$ cat src/rtl/uart_tx_engine.sv
// uart_tx_engine
//   Transmit side of the UART. Bytes written through TBR/tx_flag are queued in
//   a small FIFO and serialised onto tx as start / data / optional parity /
//   stop bits. The line format is set by LCR. The bit rate is set by the
//   divisor {DLH,DLL}.
//
// Ports
//   clk          system clock
//   rst          synchronous reset, active-high
//   tx_flag      one-cycle pulse: push TBR into the FIFO
//   TBR[7:0]     byte to transmit, sampled when tx_flag=1
//   LCR[7:0]     [1:0] word length 5..8, [2] two stop bits, [3] parity enable,
//                [4] even parity, [6] break (force tx low)
//   DLL[7:0]     divisor low byte
//   DLH[7:0]     divisor high byte
//   tx           serial output, idle high, registered
//   tx_busy      frame in progress
//   tx_empty     nothing queued and nothing being sent
//   tx_full      FIFO holds FIFO_DEPTH entries
//   tx_overflow  one-cycle pulse: a push was dropped because the FIFO was full
module uart_tx_engine #(
  parameter int FIFO_DEPTH = 16,
  parameter int OVERSAMPLE = 16
) (
  input  logic       clk,
  input  logic       rst,
  input  logic       tx_flag,
  input  logic [7:0] TBR,
  input  logic [7:0] LCR,
  input  logic [7:0] DLL,
  input  logic [7:0] DLH,
  output logic       tx,
  output logic       tx_busy,
  output logic       tx_empty,
  output logic       tx_full,
  output logic       tx_overflow
);

  localparam int PTR_W = $clog2(FIFO_DEPTH);
  localparam int CNT_W = PTR_W + 1;
  localparam int PRE_W = (OVERSAMPLE > 1) ? $clog2(OVERSAMPLE) : 1;

  typedef enum logic [2:0] {
    IDLE,
    START,
    DATA,
    PARITY,
    STOP
  } state_t;

  state_t state, next_state;

  logic [7:0]       mem [FIFO_DEPTH];
  logic [PTR_W-1:0] wr_ptr, rd_ptr;
  logic [CNT_W-1:0] count;

  logic [7:0]  data_sh;
  logic [4:0]  lcr_sh;
  logic [15:0] div_sh;

  logic [PRE_W-1:0] pre_cnt;
  logic [15:0]      div_cnt;
  logic [2:0]       bit_idx;
  logic             stop_cnt;

  logic        fifo_full, fifo_nonempty;
  logic        bit_done, last_data, last_stop, frame_end;
  logic        pop, push_ok, overflow_next;
  logic [15:0] div_in;
  logic [7:0]  data_masked;
  logic        parity_bit;
  logic        tx_next;
  logic        unused_lcr;

  assign unused_lcr = ^{LCR[7], LCR[5]};

  assign fifo_full     = (count == CNT_W'(FIFO_DEPTH));
  assign fifo_nonempty = (count != '0);

  // A bit ends after OVERSAMPLE prescaler ticks times DIV divisor ticks.
  assign bit_done  = (pre_cnt == PRE_W'(OVERSAMPLE - 1)) && (div_cnt == div_sh - 16'd1);
  // The last data bit index is 4 + LCR[1:0], i.e. {1, wl}.
  assign last_data = (bit_idx == {1'b1, lcr_sh[1:0]});
  assign last_stop = !lcr_sh[2] || stop_cnt;
  assign frame_end = (state == STOP) && bit_done && last_stop;

  // The head is popped either from IDLE or on the very cycle the last stop bit
  // ends, so that queued frames follow each other without an idle gap.
  assign pop           = fifo_nonempty && ((state == IDLE) || frame_end);
  assign push_ok       = tx_flag && (!fifo_full || pop);
  assign overflow_next = tx_flag && fifo_full && !pop;

  assign div_in      = ({DLH, DLL} == 16'd0) ? 16'd1 : {DLH, DLL};
  assign data_masked = data_sh & (8'hFF >> (2'd3 - lcr_sh[1:0]));
  assign parity_bit  = lcr_sh[4] ? ^data_masked : ~^data_masked;

  // FIFO storage has no reset; validity is tracked by the pointers and count.
  always_ff @(posedge clk) begin
    if (push_ok) begin
      mem[wr_ptr] <= TBR;
    end
  end

  // FIFO pointers and occupancy count.
  always_ff @(posedge clk) begin
    if (rst) begin
      wr_ptr <= '0;
      rd_ptr <= '0;
      count  <= '0;
    end else begin
      if (push_ok) begin
        wr_ptr <= wr_ptr + PTR_W'(1);
      end
      if (pop) begin
        rd_ptr <= rd_ptr + PTR_W'(1);
      end
      case ({push_ok, pop})
        2'b10:   count <= count + CNT_W'(1);
        2'b01:   count <= count - CNT_W'(1);
        default: count <= count;
      endcase
    end
  end

  // Shadow copies of the byte and line configuration for the frame in flight.
  always_ff @(posedge clk) begin
    if (rst) begin
      data_sh <= '0;
      lcr_sh  <= '0;
      div_sh  <= 16'd1;
    end else if (pop) begin
      data_sh <= mem[rd_ptr];
      lcr_sh  <= LCR[4:0];
      div_sh  <= div_in;
    end
  end

  // Two-level bit timer. It is held at zero in IDLE and wraps on every bit
  // boundary, so each state entry starts a fresh, exact bit time.
  always_ff @(posedge clk) begin
    if (rst || (state == IDLE) || bit_done) begin
      pre_cnt <= '0;
      div_cnt <= '0;
    end else if (pre_cnt == PRE_W'(OVERSAMPLE - 1)) begin
      pre_cnt <= '0;
      div_cnt <= div_cnt + 16'd1;
    end else begin
      pre_cnt <= pre_cnt + PRE_W'(1);
    end
  end

  // Data bit index and stop bit counter. Both are cleared outside their own state.
  always_ff @(posedge clk) begin
    if (rst || (state != DATA)) begin
      bit_idx <= '0;
    end else if (bit_done) begin
      bit_idx <= bit_idx + 3'd1;
    end
    if (rst || (state != STOP)) begin
      stop_cnt <= 1'b0;
    end else if (bit_done) begin
      stop_cnt <= ~stop_cnt;
    end
  end

  // State register.
  always_ff @(posedge clk) begin
    if (rst) begin
      state <= IDLE;
    end else begin
      state <= next_state;
    end
  end

  // Next state and next line level.
  always_comb begin
    next_state = state;
    tx_next    = 1'b1;
    case (state)
      IDLE: begin
        tx_next = 1'b1;
        if (fifo_nonempty) begin
          next_state = START;
        end
      end
      START: begin
        tx_next = 1'b0;
        if (bit_done) begin
          next_state = DATA;
        end
      end
      DATA: begin
        tx_next = data_sh[bit_idx];
        if (bit_done && last_data) begin
          next_state = lcr_sh[3] ? PARITY : STOP;
        end
      end
      PARITY: begin
        tx_next = parity_bit;
        if (bit_done) begin
          next_state = STOP;
        end
      end
      STOP: begin
        tx_next = 1'b1;
        if (frame_end) begin
          next_state = fifo_nonempty ? START : IDLE;
        end
      end
      default: begin
        next_state = IDLE;
        tx_next    = 1'b1;
      end
    endcase
    if (LCR[6]) begin
      tx_next = 1'b0;
    end
  end

  // tx and the overflow pulse are registered to keep the outputs glitch-free.
  always_ff @(posedge clk) begin
    if (rst) begin
      tx          <= 1'b1;
      tx_overflow <= 1'b0;
    end else begin
      tx          <= tx_next;
      tx_overflow <= overflow_next;
    end
  end

  assign tx_busy  = (state != IDLE);
  assign tx_empty = !fifo_nonempty && (state == IDLE);
  assign tx_full  = fifo_full;

endmodule

$ cat config.mk
export PLATFORM = sky130hd
export DESIGN_NAME = uart_tx_engine
export DESIGN_NICKNAME = d
export VERILOG_FILES = /design/src/rtl/uart_tx_engine.sv
export SDC_FILE = /design/constraint.sdc
export NUM_CORES = 1
export LEC_CHECK = 0
export CORE_UTILIZATION = 50
export DETAILED_ROUTE_END_ITERATION = 10
export GPL_ROUTABILITY_DRIVEN = 0
export PLACE_DENSITY_LB_ADDON = 0.2
export SYNTH_ARGS = -nofsm -noshare
export SYNTH_HDL_FRONTEND = slang
export SYNTH_SLANG_ARGS = --single-unit
$ cat constraint.sdc
create_clock -name clk -period 5.4 [get_ports clk]
set_clock_uncertainty 0.05 [all_clocks]
set_input_delay 0.54 -clock clk [delete_from_list [all_inputs] [get_ports clk]]
set_output_delay 0.54 -clock clk [all_outputs]
set_load 0.01 [all_outputs]
* Word-level counts from Yosys, hierarchy flattened *
Memories as Yosys holds them, arrays and structs flattened. A register that Yosys moved wholly into a read port is not among the register bits.
Cells that the tools add are included.

storage, ports and cells
  flip-flop bits (word level) = 63
  memory bits (writable) = 128
  input port bits = 35
  output and inout port bits = 5
  logic and storage cells = 89
  memories = 1

memory list
  memory  depth  width  rd ports  clocked after Yosys merged registers in  wr ports  RTL line  RTL
  mem     16     8      1         1                                        1         53        logic [7:0] mem [FIFO_DEPTH];

operators by class
  $add $sub $neg = 9
  magnitude comparators = 1
  equality and inequality tests = 17
  shift operators = 1
  multiplexer cells = 17
  bitwise logic cells = 2
  reductions and logical operators = 29

operators with widths
  operator               number
  $mux 3                 6
  $add 16x1->16 const B  1
  $eq 16x16->1           1
  $logic_not 16->1       1
  $mux 16                1
  $sub 16x1->16 const B  1
  $pmux 3 s5             1
  $add 4x1->4 const B    3
  $ne 2x2->1 const B     5
  $pmux 5 s2             1
  $logic_and 1x1->1      9
  $and 8x8->8            1
  $reduce_xnor 8->1      1
  $reduce_xor 8->1       1
  $shr 8x2->8 const A    1
  $logic_or 1x1->1       7
  $eq 3x2->1 const B     2
  $mux 1                 6
  $add 5x1->5 const B    1
  $eq 5x5->1 const B     1
  $reduce_and 5->1       1
  $reduce_bool 5->1      1
  $sub 5x1->5 const B    1
  $eq 4x4->1 const B     1
  other kinds (18)       21

* Logic depth before layout (Yosys ltp) *
Gate-level depths: netlist of the first run.

  word-level depth = 11
  depth in mapped cells = 19
  depth with buffers taken out = 18

* Least setup slack after synthesis of the first run *
No wires, ideal clock.

  path type = register to register
  from = register div_sh[0]
  to = register count[4]
  library setup time = 117 ps
  arrival time = 4198 ps
  required time = 5233 ps
  slack = 1035 ps
  cell stages (with the launch flop) = 19
  buffers on the path = 1
  period minus slack after synthesis = 4365 ps
  cells stage by stage = dfxtp_1 -> inv_1 -> ha_1 -> or3b_1 -> or3_1 -> a2111o_1 -> nor4_2 -> nand4_2 -> a21oi_1 -> buf_2 -> nand2_1 -> inv_1 -> ha_1 -> nor2b_1 -> o21ai_0 -> nand2b_1 -> and2_1 -> mux2_1 -> a22o_1

on the way
  cells in the longest elaborated chain, start to end = 11
  elaborated cells on any way between the ends = 13
  classes of those cells = add/sub: 1; eq/ne: 3; mux: 1; reduce/logical: 8

ends and longest elaborated chain
  item                                                    RTL line  RTL
  start, declared                                         59        logic [15:0] div_sh;
  start signal, assigned                                  134       div_sh <= div_in;
  $sub 16x1->16 (*)                                       81        assign bit_done = (pre_cnt == PRE_W'(OVERSAMPLE - 1)) && (div_cnt == div_sh - 16'd1);
  $eq 16x16->1 (*)                                        81
  $logic_and 1x1->1 (*)                                   81
  $logic_and 1x1->1 (*) (2 in a row)                      85        assign frame_end = (state == STOP) && bit_done && last_stop;
  $logic_or 1x1->1 (*)                                    89        assign pop = fifo_nonempty && ((state == IDLE) || frame_end);
  $logic_and 1x1->1 (*)                                   89
  $logic_or 1x1->1                                        90        assign push_ok = tx_flag && (!fifo_full || pop);
  $logic_and 1x1->1                                       90
  $eq 2x1->1 / $eq 2x2->1 (equally long branches)         117       case ({push_ok, pop})
  $pmux 5 s2 / $reduce_bool 2->1 (equally long branches)  -
  end signal, assigned                                    118       2'b10: count <= count + CNT_W'(1);
  end signal, assigned                                    119       2'b01: count <= count - CNT_W'(1);
  end signal, assigned                                    120       default: count <= count;
  end, declared                                           55        logic [CNT_W-1:0] count;

Every way passes the cells marked *; elsewhere a longest branch is shown, timed or not.
A chain may end at the register's enable or synchronous reset.

* Worst setup path after layout of the first run *
Same ends and word-level chain as after synthesis.

==> results of run 1 <==
[metal layers]
layer  vias to the layer above  global-route usage  share of wire
li1                       2739                   -              -
met1                      2809               0.259           0.43
met2                       163               0.357           0.51
met3                        21              0.0441          0.041
met4                         0              0.0768          0.013
met5                         -                   0              0
[worst max path at each step]
| stage | slack, ns | cells after the start | to |
|---|---|---|---|
| after floorplan | 1.03 | 18 | count[4]$_SDFFE_PP0P_ |
| after global placement | 0.98 | 17 | count[4]$_SDFFE_PP0P_ |
| after detailed placement | 0.89 | 17 | count[4]$_SDFFE_PP0P_ |
| after CTS | 0.87 | 17 | count[4]$_SDFFE_PP0P_ |
| after global routing | 0.63 | 17 | count[4]$_SDFFE_PP0P_ |
| final | 0.87 | 17 | count[4]$_SDFFE_PP0P_ |
[cells in the final DEF, fill, tap and decap left out, drive strengths merged, types with 19 or more instances in the layout]
cell type      Yosys  layout
edfxtp           128     128
dfxtp             71      71
nand2             61      61
nor2              58      58
mux2i             39      39
clkdlybuf4s50      0      36
a21oi             34      34
xnor2             27      27
inv               15      23
and3              20      20
xor2              19      19
clkbuf            27      19
[worst register-to-register path, stage by stage, from the launching register on]
cell and delay [ns]:
dfxtp_1 0.35, inv_1 0.07, ha_1 0.22, or3b_1 0.44
or3_1 0.39, a2111o_1 0.46, nor4_2 0.37, nand4_2 0.31
a21oi_4 0.24, nand2_1 0.10, inv_1 0.12, ha_1 0.26
nor2b_1 0.15, o21ai_0 0.15, nand2b_1 0.10, and2_1 0.18
mux2_1 0.29, a22o_1 0.20
[Yosys cell counts, types with 8 or more instances]
| library cell | instances |
|---|---|
| a311oi_1 | 11 |
| mux4_2 | 18 |
| inv_1 | 15 |
| edfxtp_1 | 128 |
| nor3_1 | 13 |
| nor2b_1 | 13 |
| mux2i_1 | 38 |
| nand4_1 | 8 |
| nand3_1 | 10 |
| xnor2_1 | 27 |
| clkbuf_1 | 27 |
| ha_1 | 12 |
| dfxtp_1 | 71 |
| and3_1 | 20 |
| nor2_1 | 58 |
| o21ai_0 | 17 |
| nor4_1 | 11 |
| a22oi_1 | 8 |
| a221oi_1 | 16 |
| a21oi_1 | 34 |
| xor2_1 | 19 |
| nand2_1 | 61 |
[cell type report]
class | instances | area (sq um) | area share
Clock buffer | 19 | 433 | 0.0435
Clock inverter | 13 | 108 | 0.0108
Sequential cell | 199 | 5270 | 0.529
Timing Repair Buffer | 43 | 410 | 0.0412
Multi-Input combinational cell | 466 | 3400 | 0.342
Inverter | 16 | 60.1 | 0.00603
Tap cell | 225 | 282 | 0.0283
[registers in the layout, summed over array words and instances, names as in the netlist, 5 cells and up]
name / flops
lcr_sh: 5
mem: 128
div_sh: 16
div_cnt: 16
count: 5
data_sh: 8
[per-stage QoR]
step	worst slack, ns	area [sq um]	util
floorplan	1.03	8880	-
global placement	0.981	9420	0.545
detailed placement	0.887	9420	0.545
CTS	0.874	9960	0.576
global route	0.628	9960	0.576
finish	0.870	9960	0.576
[power by group]
part / internal, mW / leakage (nW) / switching [mW]
logic: 0.597 / 1.37 / 0.732
clock network: 0.603 / 0.256 / 0.576
registers: 1.77 / 1.74 / 0.238
total: 2.97 / 3.37 / 1.55
[logic make-up (layout without fill, tap and decap cells)]
kind of cell | count (synthesis) | count (layout)
buffers and inverters | 57 | 91
xor gates and xnor gates | 46 | 46
muxes | 64 | 64
DFF | 199 | 199
and+or+nand+nor | 228 | 228
adders and majority gates | 13 | 13
AOI/OAI and AO/OA | 115 | 115
==> impl_metrics.toml, run 1 <==
[yosys]
synth_edf_count = 128
ys_types = 61
synth_top_family_by_area = "simple AND/OR/NAND/NOR gates"
muxShareOfSynthArea = 0.0999
synth-xor-area-share = 0.0454
synthFlopType = "edfxtp_1"
yosys.area_share.simple = 0.128
synth.avg_cell_area_sq_um = 12.3
synth-async-reset-ratio = 0
synth_fa_ha_area_frac = 0.0192
ys_seq_area_frac = 0.593
netlist_area_sq_um = 8880
synth_top_area_share = 0.433
synthTopCellsByArea = "edfxtp_1, dfxtp_1, mux4_2"
ys_ff_latch = 199
syn_inst = 722
synth_warnings = 0
syn_nets = 770
yosysTopAreaCell = "edfxtp_1"
synth_compound_area_frac = 0.0895

[cells_and_area]
n_antenna_cell = 0
final_cells = 981
nFillCells = 1411
layout-drive-gt1-share = 0.0807
fin_nets = 791
syn2layout_area_growth_pct = 12.2

[timing]
worst_slew_pin_slew_ns = 1.11
maxSlewHeadroom = 0.257
tns_ns = 0
max_freq_ghz = 0.221
fin_crit_ns = 4.53
maxSlewViolCount = 0
hold_ws_ns = 0.421
finalHoldViolations = 0
rsz0062_at_grt = "no"
setup_viol = 0
period_share = 0.839

[clocking]
insertion_delay_ns = 0.43
cts.clk_slew.worst_paths_ns = 0.07
cts_resized = 0
postCtsHoldBufs = 0
post-cts-setup-buffer-count = 0
htree_levels = 4
clock-root-buffer = "clkbuf_16"
numCtsBuffers = 17
cts_tree = "done"
numClockSinks = 199
cts_max_path_buffers = 2

[floorplan]
die_w_microns = 135
die_area_sq_um = 18300
io_pins = 40
start_util = 0.513
rows = 48
coreArea_sq_um = 17300
chipHeight_microns = 135

[worst_hold_path]
hold_path_class = "reg2reg"
worstHoldEndpoint = "lcr_sh[2]$_SDFFE_PP0N_"
min_from = "lcr_sh[2]$_SDFFE_PP0N_"
whs_path_depth = 2

[critical_path]
crit_chain = "inv_1, ha_1, or3b_1, or3_1, a2111o_1, nor4_2, nand4_2, a21oi_4, nand2_1, inv_1, ha_1, nor2b_1, o21ai_0, nand2b_1, and2_1, mux2_1, a22o_1"
critical_path_peak_fanout = 5
crit_path_end_kind = "flop"
crit_required_ns = 5.68
crit_buf_inv = 2
slowest_delay_ns = 0.46
cp_top_family = "simple AND/OR/NAND/NOR gates"
startpoint = "div_sh[0]$_SDFFE_PP1N_"
reg2reg_depth = 17
start_kind = "flop"
ff2ff_setup_slack_ns = 0.87
r2r_end = "count[4]$_SDFFE_PP0P_"
critical_path_class = "reg2reg"
worst_ep_arrival_time_ns = 4.81
reg2reg_from = "div_sh[0]$_SDFFE_PP1N_"
slowest_stage = "a2111o_1"

[routing]
viasPerCell = 5.84
vias = 5732
wirelength_microns = 17900
route.detailed.drc = 0
ant_nets = 0
wire_per_inst_microns = 18.3
dr.pass1.iters = 4
initialDrtViolationCount = 346

[job]
drv_cap = 0

[global_route]
overflow = 0
grt_pass1_wl_microns = 28500
antenna_found_initial = 0
grt_max_degree = 60
track_usage = 0.208
grt_pass1_vias = 5542

[placed_design]
dp_hpwl_microns = 12400
place_inst = 949
io_buffers = 37

[power_and_ir_drop]
totalPowerFinal_mw = 4.52
p_per_area_nw_per_um2 = 453
vdd_drop_max_uv = 365
p_leak_nw = 3.37

[run_status]
run_status = "finished, final reports clean"
No activity file was read; power rests on OpenSTA's default activity.
==> run 2: changes to the inputs <==
==> constraint.sdc (replaced) <==
create_clock -name clk -period 4.45 [get_ports clk]
set_clock_uncertainty 0.05 [all_clocks]
set_input_delay 0.445 -clock clk [delete_from_list [all_inputs] [get_ports clk]]
set_output_delay 0.445 -clock clk [all_outputs]
set_load 0.01 [all_outputs]
==> run 2 against run 1 <==
Die area unchanged; final cell count grew 0.41%; utilization rose by 0.88 points; sequential power rose by 19%; largest cell class unchanged; largest power group unchanged.
==> impl_metrics.toml, run 2 (synthesis results as in run 1) <==
[clocking]
clock-root-buffer = "clkbuf_16"
cts.clk_slew.worst_paths_ns = 0.08
htree_levels = 4
insertion_delay_ns = 0.44
post-cts-setup-buffer-count = 0
cts_resized = 0
numCtsBuffers = 17
numClockSinks = 199
cts_tree = "done"
cts_max_path_buffers = 2
postCtsHoldBufs = 0

[cells_and_area]
syn2layout_area_growth_pct = 13.9
multiInputGateArea_sq_um = 3420
top_regs = "mem: 128 flops, div_cnt: 16 flops, div_sh: 16 flops"
layout-drive-gt1-share = 0.0921
n_antenna_cell = 0
final_util = 0.585
largest_reg_flops = 128
mostFrequentLayoutCells = "edfxtp_1, dfxtp_1, nand2_1, nor2_1, mux2i_1"
nFillCells = 1371
final_common_cell = "edfxtp_1"
fin_nets = 795
design_area_sq_um = 10100
seq_area_sq_um = 5270
max_flop_register = "mem"

[power_and_ir_drop]
p_per_area_nw_per_um2 = 570
totalPowerFinal_mw = 5.77
clockPowerShare = 0.291
seqPwrFrac = 0.417
vdd_drop_max_uv = 296
swShare = 0.337
switchingPower_mw = 1.94
p_int_mw = 3.82
p_leak_nw = 3.44
combPwrFrac = 0.292

[routing]
initialDrtViolationCount = 298
dr.pass1.iters = 5
ant_nets = 0
vias = 5744
route.detailed.drc = 0
wire_per_inst_microns = 18.8
wirelength_microns = 18500
viasPerCell = 5.83

[floorplan]
rows = 48
chipHeight_microns = 135
die_area_sq_um = 18300
start_util = 0.513
coreArea_sq_um = 17300
io_pins = 40
die_w_microns = 135

[timing]
worst_slew_pin_slew_ns = 0.994
rsz0062_at_grt = "no"
fin_crit_ns = 4.18
maxSlewHeadroom = 0.337
maxSlewViolCount = 0
tns_ns = 0
finalHoldViolations = 0
max_freq_ghz = 0.239
setup_slack_ns = 0.267
period_share = 0.940
setup_viol = 0

[global_route]
grt_pass1_wl_microns = 29000
antenna_found_initial = 0
grt_pass1_vias = 5659
track_usage = 0.210
grt_max_degree = 60
overflow = 0

[critical_path]
start_kind = "flop"
critical_path_class = "reg2reg"
crit_required_ns = 4.73
startpoint = "div_sh[1]$_SDFFE_PP0N_"
reg2reg_from = "div_sh[1]$_SDFFE_PP0N_"
critical_path_peak_fanout = 5
worst_ep_arrival_time_ns = 4.47
crit_path_end_kind = "flop"

[placed_design]
dp_slack_ns = 0.0899
io_buffers = 37
dpl_cell_area_sq_um = 9450
dp_hpwl_microns = 12600

[worst_hold_path]
hold_path_class = "reg2reg"
min_from = "lcr_sh[2]$_SDFFE_PP0N_"

[run_status]
run_status = "finished, final reports clean"

[job]
drv_cap = 0
-- run 2: final timing paths --
path | slack [ns] | end | cells after the start
worst max register to register | 0.27 | count[4]$_SDFFE_PP0P_ | 17
worst min-delay path | 0.41 | lcr_sh[2]$_SDFFE_PP0N_ | 2
worst max-delay path | 0.27 | count[4]$_SDFFE_PP0P_ | 17
worst min register to register | 0.41 | lcr_sh[2]$_SDFFE_PP0N_ | 2
-- run 2: cell type report --
class | count | area share
clock inverter | 13 | 0.0204
inverter | 16 | 0.00594
multi-input combinational | 466 | 0.338
sequential | 199 | 0.521
tap | 225 | 0.0278
timing repair buffer | 47 | 0.0435
clock buffer | 19 | 0.0438
-- run 2: metrics by stage --
stage               hold WS [ns]  cells
finish                     0.414    985
detailed placement         0.408    953
global placement           0.398    953
CTS                        0.419    985
global route               0.441    985
floorplan                  0.387    722
-- run 2: routing by layer --
metal  part of all wire  vias to the layer above  GRT usage
li1                   -                     2763          -
met1               0.43                     2822      0.250
met2               0.52                      139      0.380
met3              0.038                       20     0.0385
met4              0.014                        0     0.0655
met5                  0                        -          0
-- run 2: power groups by stage --
stage                     Clock (mW)  Sequential [mW]  Combinational [mW]
after global routing            1.77             2.43                1.85
after CTS                       1.70             2.40                1.66
after global placement             0             2.43                1.61
after detailed placement           0             2.44                1.65
final                           1.68             2.40                1.69
after floorplan                    0             2.31                1.36
-- run 2: worst max-delay path: stages, from the launching register on --
cell	delay, ns
dfxtp_1	0.34
inv_1	0.06
ha_1	0.22
or3b_4	0.43
or3_1	0.37
a2111o_1	0.48
nor4_4	0.20
nand4_2	0.20
a21oi_4	0.20
nand2_1	0.10
inv_1	0.12
ha_1	0.26
nor2b_2	0.17
o21ai_0	0.15
nand2b_1	0.09
and2_1	0.16
mux2_1	0.29
a22o_1	0.19
